$ cat src/rtl/divider_pkg.sv
// Shared definitions for the divider: control polarities, iteration count, FSM states and the
// EX-stage operator codes that select DIV / DIVU.
package divider_pkg;

  localparam logic        ResetEnable      = 1'b1;
  localparam logic        StallEnable      = 1'b1;
  localparam int unsigned DivideIterations = 32;

  typedef enum logic [1:0] {
    StIdle,
    StZero,
    StRunning,
    StDone
  } div_state_e;

  localparam logic [3:0] CategoryAlu    = 4'd0;
  localparam logic [3:0] CategoryMul    = 4'd1;
  localparam logic [3:0] CategoryDiv    = 4'd2;
  localparam logic [5:0] OperatorDiv    = 6'd20;
  localparam logic [5:0] OperatorDivu   = 6'd21;

  // Two's-complement magnitude; 0x80000000 maps to itself, which is correct when read unsigned.
  function automatic logic [31:0] magnitude(input logic [31:0] value, input logic is_signed);
    return (is_signed && value[31]) ? (~value + 32'd1) : value;
  endfunction

endpackage

$ cat src/rtl/divider.sv
// Multi-cycle restoring divider for the EX stage: one quotient bit per cycle, MSB first,
// with a fast path for a zero divisor and sign correction applied on the final step.
module divider
  import divider_pkg::*;
(
  input  logic        clock,
  input  logic        reset,
  input  logic        start,
  input  logic        signed_enable,
  input  logic        annul,
  input  logic [31:0] dividend,
  input  logic [31:0] divisor,
  output logic [31:0] quotient,
  output logic [31:0] remainder,
  output logic        ready,
  output logic        stall_request
);

  div_state_e  state_q;
  logic [5:0]  count_q;
  logic [31:0] quo_work_q;   // dividend bits shift out the top, quotient bits shift in below
  logic [31:0] partial_q;
  logic [31:0] divisor_q;
  logic        neg_quot_q;
  logic        neg_rem_q;

  logic [32:0] shifted;
  logic [32:0] trial;
  logic [31:0] rem_next;
  logic [31:0] quo_next;
  logic        quo_bit;

  always_comb begin
    shifted = {partial_q, quo_work_q[31]};
    trial   = shifted - {1'b0, divisor_q};
    quo_bit = ~trial[32];
    if (quo_bit) begin
      rem_next = trial[31:0];
    end else begin
      rem_next = shifted[31:0];
    end
    quo_next = {quo_work_q[30:0], quo_bit};
  end

  assign stall_request = (start && !ready && !annul) ? StallEnable : ~StallEnable;

  always_ff @(posedge clock) begin
    if (reset == ResetEnable) begin
      state_q    <= StIdle;
      count_q    <= '0;
      quo_work_q <= '0;
      partial_q  <= '0;
      divisor_q  <= '0;
      neg_quot_q <= 1'b0;
      neg_rem_q  <= 1'b0;
      quotient   <= '0;
      remainder  <= '0;
      ready      <= 1'b0;
    end else if (annul) begin
      state_q <= StIdle;
      ready   <= 1'b0;
    end else begin
      unique case (state_q)
        StIdle: begin
          ready <= 1'b0;
          if (start) begin
            if (divisor == '0) begin
              state_q <= StZero;
            end else begin
              quo_work_q <= magnitude(dividend, signed_enable);
              divisor_q  <= magnitude(divisor, signed_enable);
              partial_q  <= '0;
              neg_quot_q <= signed_enable && (dividend[31] ^ divisor[31]);
              neg_rem_q  <= signed_enable && dividend[31];
              count_q    <= '0;
              state_q    <= StRunning;
            end
          end
        end
        StZero: begin
          quotient  <= '0;
          remainder <= '0;
          state_q   <= StDone;
        end
        StRunning: begin
          quo_work_q <= quo_next;
          partial_q  <= rem_next;
          count_q    <= count_q + 6'd1;
          if (count_q == 6'(DivideIterations - 1)) begin
            quotient  <= neg_quot_q ? (~quo_next + 32'd1) : quo_next;
            remainder <= neg_rem_q ? (~rem_next + 32'd1) : rem_next;
            state_q   <= StDone;
          end
        end
        StDone: begin
          if (start) begin
            ready <= 1'b1;
          end else begin
            ready   <= 1'b0;
            state_q <= StIdle;
          end
        end
      endcase
    end
  end

endmodule

$ cat config.mk
export PLATFORM = sky130hd
export DESIGN_NAME = divider
export DESIGN_NICKNAME = d
export VERILOG_FILES = /design/src/rtl/divider_pkg.sv /design/src/rtl/divider.sv
export SDC_FILE = /design/constraint.sdc
export NUM_CORES = 1
export LEC_CHECK = 0
export ABC_AREA = 0
export CORE_MARGIN = 1
export CORE_UTILIZATION = 40
export DETAILED_ROUTE_END_ITERATION = 10
export GPL_TIMING_DRIVEN = 0
export PLACE_DENSITY_LB_ADDON = 0.12
export SETUP_SLACK_MARGIN = 0.3
export SKIP_LAST_GASP = 1
export SLEW_MARGIN = 20
export SYNTH_ARGS = -nofsm -noshare
export SYNTH_HDL_FRONTEND = slang
export SYNTH_SLANG_ARGS = --single-unit
$ cat constraint.sdc
create_clock -name clock -period 5 [get_ports clock]
set_input_delay 0.5 -clock clock [delete_from_list [all_inputs] [get_ports clock]]
set_output_delay 0.5 -clock clock [all_outputs]
set_load 0.005 [all_outputs]
==> results.ini <==
[sta]
min_period_over_period_pct=90.7
clock_skew_ns=0.0122
max_freq_ghz=0.220
worstMarginPinSlew_ns=0.935
report.final.slew_viol_count=0
slew-limit-headroom_pct=37.5
hold_violations=0
hold_ws_ns=0.450
rsz0062_at_grt=false
min_period_ns=4.54
fin_ws_ns=0.464
tns_ns=0
setup_viol=0

[yosys]
yosysSeqAreaShare_pct=29.0
synth_seq_cells=171
syn-num-nets=1720
syn_inst=1610
synth_cell_types=90
syn_avg_cell_area_um2=7.33
syn_area_um2=11800
yosys_most_used_dff=dfxtp_1
yosys_warnings=0
synth_edf_count=0
ys_async_sr_fraction_pct=0

[clock_network]
cts_made_buffers=17
root_buffer=clkbuf_16
cts_max_path_buffers=2
clock_latency_ns=0.45
cts.sinks=171
hold_buffers=0
clkTransAtPathRegs_ns=0.08
cts_tree=done
h-tree-depth=4

[power_and_ir_drop]
power_leakage_nw=5.35
peakVddDrop_mv=0.242
clkPwrFrac_pct=36.5
swShare_pct=35.3
power_density_nw_per_um2=258
intPower_mw=2.43
switchingPower_mw=1.33
pwr-share-seq_pct=38.6
pwr-share-comb_pct=25.0

[final_layout]
n_antenna_cell=0
final_cell_count_no_fill=2172
postLayoutCoreUtil_pct=50.5
nets=1885
fillers=2976
area_growth_syn_to_layout_pct=23.4
drive_gt1_share_pct=8.05

[worst_setup_path]
critPathMaxFanout=10
startpoint_type=flip-flop
worstPathRequired_ns=5.38
worstPathArrival_ns=4.92
worstSetupEndpointType=flip-flop
critPathKind=reg2reg

[grt]
grt_pass1_vias=11280
track_usage_pct=27.6
grt_overflow=0
grt_start_max_net_pins=20
antenna_found_initial=1
grt_pass1_wl_mm=65.1

[placement]
port_buffers=133
place_ws_ns=-0.711
hpwlAfterDp_mm=33.4
dp.cells=2127
finalWeightedCongestion=0.991

[job]
maxCapViolations=0

[drt]
ant_nets=0
wire_per_inst_um=19.3
drt_iter0_drc=956
drc_errors=0
vias=12185
wirelength_mm=41.8
drt-pass1-iter-count=5
vias_per_cell=5.61

[die]
die_x_um=174
core_um2=28900
io_pins=135
die_y_um=174
start_util_pct=40.9
num_rows=62
die_area_um2=30200

[status]
status=completed

[min_path]
min-delay-path-class=reg2reg

==> per-layer routing <==
layer / share of wire (%) / track usage [%] / vias to the layer above
met4: 2.5 / 8.92 / 2
met3: 7.4 / 4.39 / 69
met2: 42 / 40.5 / 445
met1: 49 / 40.7 / 5649
met5: 0.031 / 0 / -
li1: - / - / 6020
==> power by group through the flow <==
stage	registers [mW]	clock network [mW]	logic, mW
2_1_floorplan	1.46	0	0.595
3_3_place_gp	1.48	0	0.881
3_5_place_dp	1.48	0	0.885
4_1_cts	1.45	1.38	0.909
5_1_grt	1.45	1.44	1.02
6_report	1.45	1.37	0.938
==> cells in the final DEF, fill, tap and decap left out, types with 19 or more instances in the layout <==
cell | Yosys | routed
nand2_1 | 282 | 280
nor3_1 | 28 | 27
o21ai_0 | 113 | 112
inv_1 | 54 | 53
a22oi_1 | 40 | 40
clkdlybuf4s50_1 | 0 | 133
a21oi_1 | 121 | 112
xnor2_1 | 67 | 67
nor2_1 | 162 | 162
xor2_1 | 73 | 72
o21ai_1 | 27 | 25
dfxtp_1 | 171 | 166
o31ai_1 | 23 | 22
a211oi_1 | 36 | 34
nor4_1 | 19 | 19
ha_1 | 40 | 33
clkbuf_1 | 68 | 66
nand3_1 | 28 | 28
==> area by class of cell <==
cell class	count	area, µm²	share of cell area, %
Buffer	93	453	3.11
Clock buffer	17	425	2.92
Clock inverter	15	173	1.19
Inverter	55	209	1.43
Multi-Input combinational cell	1291	7970	54.7
Sequential cell	171	3430	23.5
Tap cell	384	480	3.30
Timing Repair Buffer	146	1430	9.81
==> worst max-delay path: stages (launching register included) <==
cell,delay [ns]
dfxtp_2,0.34
inv_1,0.06
ha_2,0.22
fa_2,0.37
nor2b_2,0.15
o31a_1,0.22
o21ai_4,0.10
a2111o_1,0.50
a21oi_4,0.20
nor2_4,0.07
inv_4,0.11
buf_8,0.16
buf_8,0.16
buf_8,0.17
ha_1,0.19
nand2_2,0.12
or3_4,0.43
o31ai_4,0.28
nand2_1,0.11
xor2_1,0.20
nand3_1,0.15
a21oi_1,0.17
==> kinds of logic (layout without fill, tap and decap cells) <==
kind of cell	after synthesis	after routing	share of synthesized area [%]
mux	9	9	0.816
xor+xnor	140	140	10.4
flops	171	171	29.0
fa+ha+maj	41	41	4.41
buf+inv	148	326	5.25
compound gates	472	472	26.0
simple gates	629	629	24.1
==> timing repair <==
action | CTS | global route
buffers inserted | 5 | 8
endpoints found under the setup margin | 32 | 14
pin swaps | 9 | 12
gates resized for setup | 31 | 29
hold endpoints to repair | 0 | 0
==> metrics by stage <==
stage	cell area [µm²]	total power, mW
final	14600	3.76
after global routing	14600	3.92
after CTS	14400	3.74
after detailed placement	13600	2.36
after global placement	13600	2.36
after floorplan	11800	2.06
==> synth_stat cells (16+ instances only) <==
cell	n	share of area, %
nor4_1	19	1.0
inv_1	54	1.7
dfxtp_1	171	29
o21ai_1	27	1.1
clkbuf_1	68	2.2
o21ai_0	113	4.8
nand2_1	282	9.0
a211oi_1	36	2.3
buf_2	16	0.68
ha_1	40	4.2
nor2_1	162	5.2
nand3_1	28	1.2
xnor2_1	67	5.0
xor2_1	73	5.4
a21oi_1	121	5.1
a22oi_1	40	2.5
nor3_1	28	1.2
o31ai_1	23	1.5
==> sequential cells by signal, summed over array words and instances (netlist names) <==
register,count
ready,1
neg_quot_q,1
neg_rem_q,1
remainder,32
state_q,2
count_q,6
quo_work_q,32
quotient,32
divisor_q,32
partial_q,32
==> final timing paths <==
check,start,slack [ns],endpoint,cells past startpoint
min,remainder[9],0.45,remainder[9],2
max reg2reg,quo_work_q[31],0.46,quotient[26],21
min reg2reg,remainder[9],0.45,remainder[9],2
max,quo_work_q[31],0.46,quotient[26],21
Power figures use the tool's default switching activity.
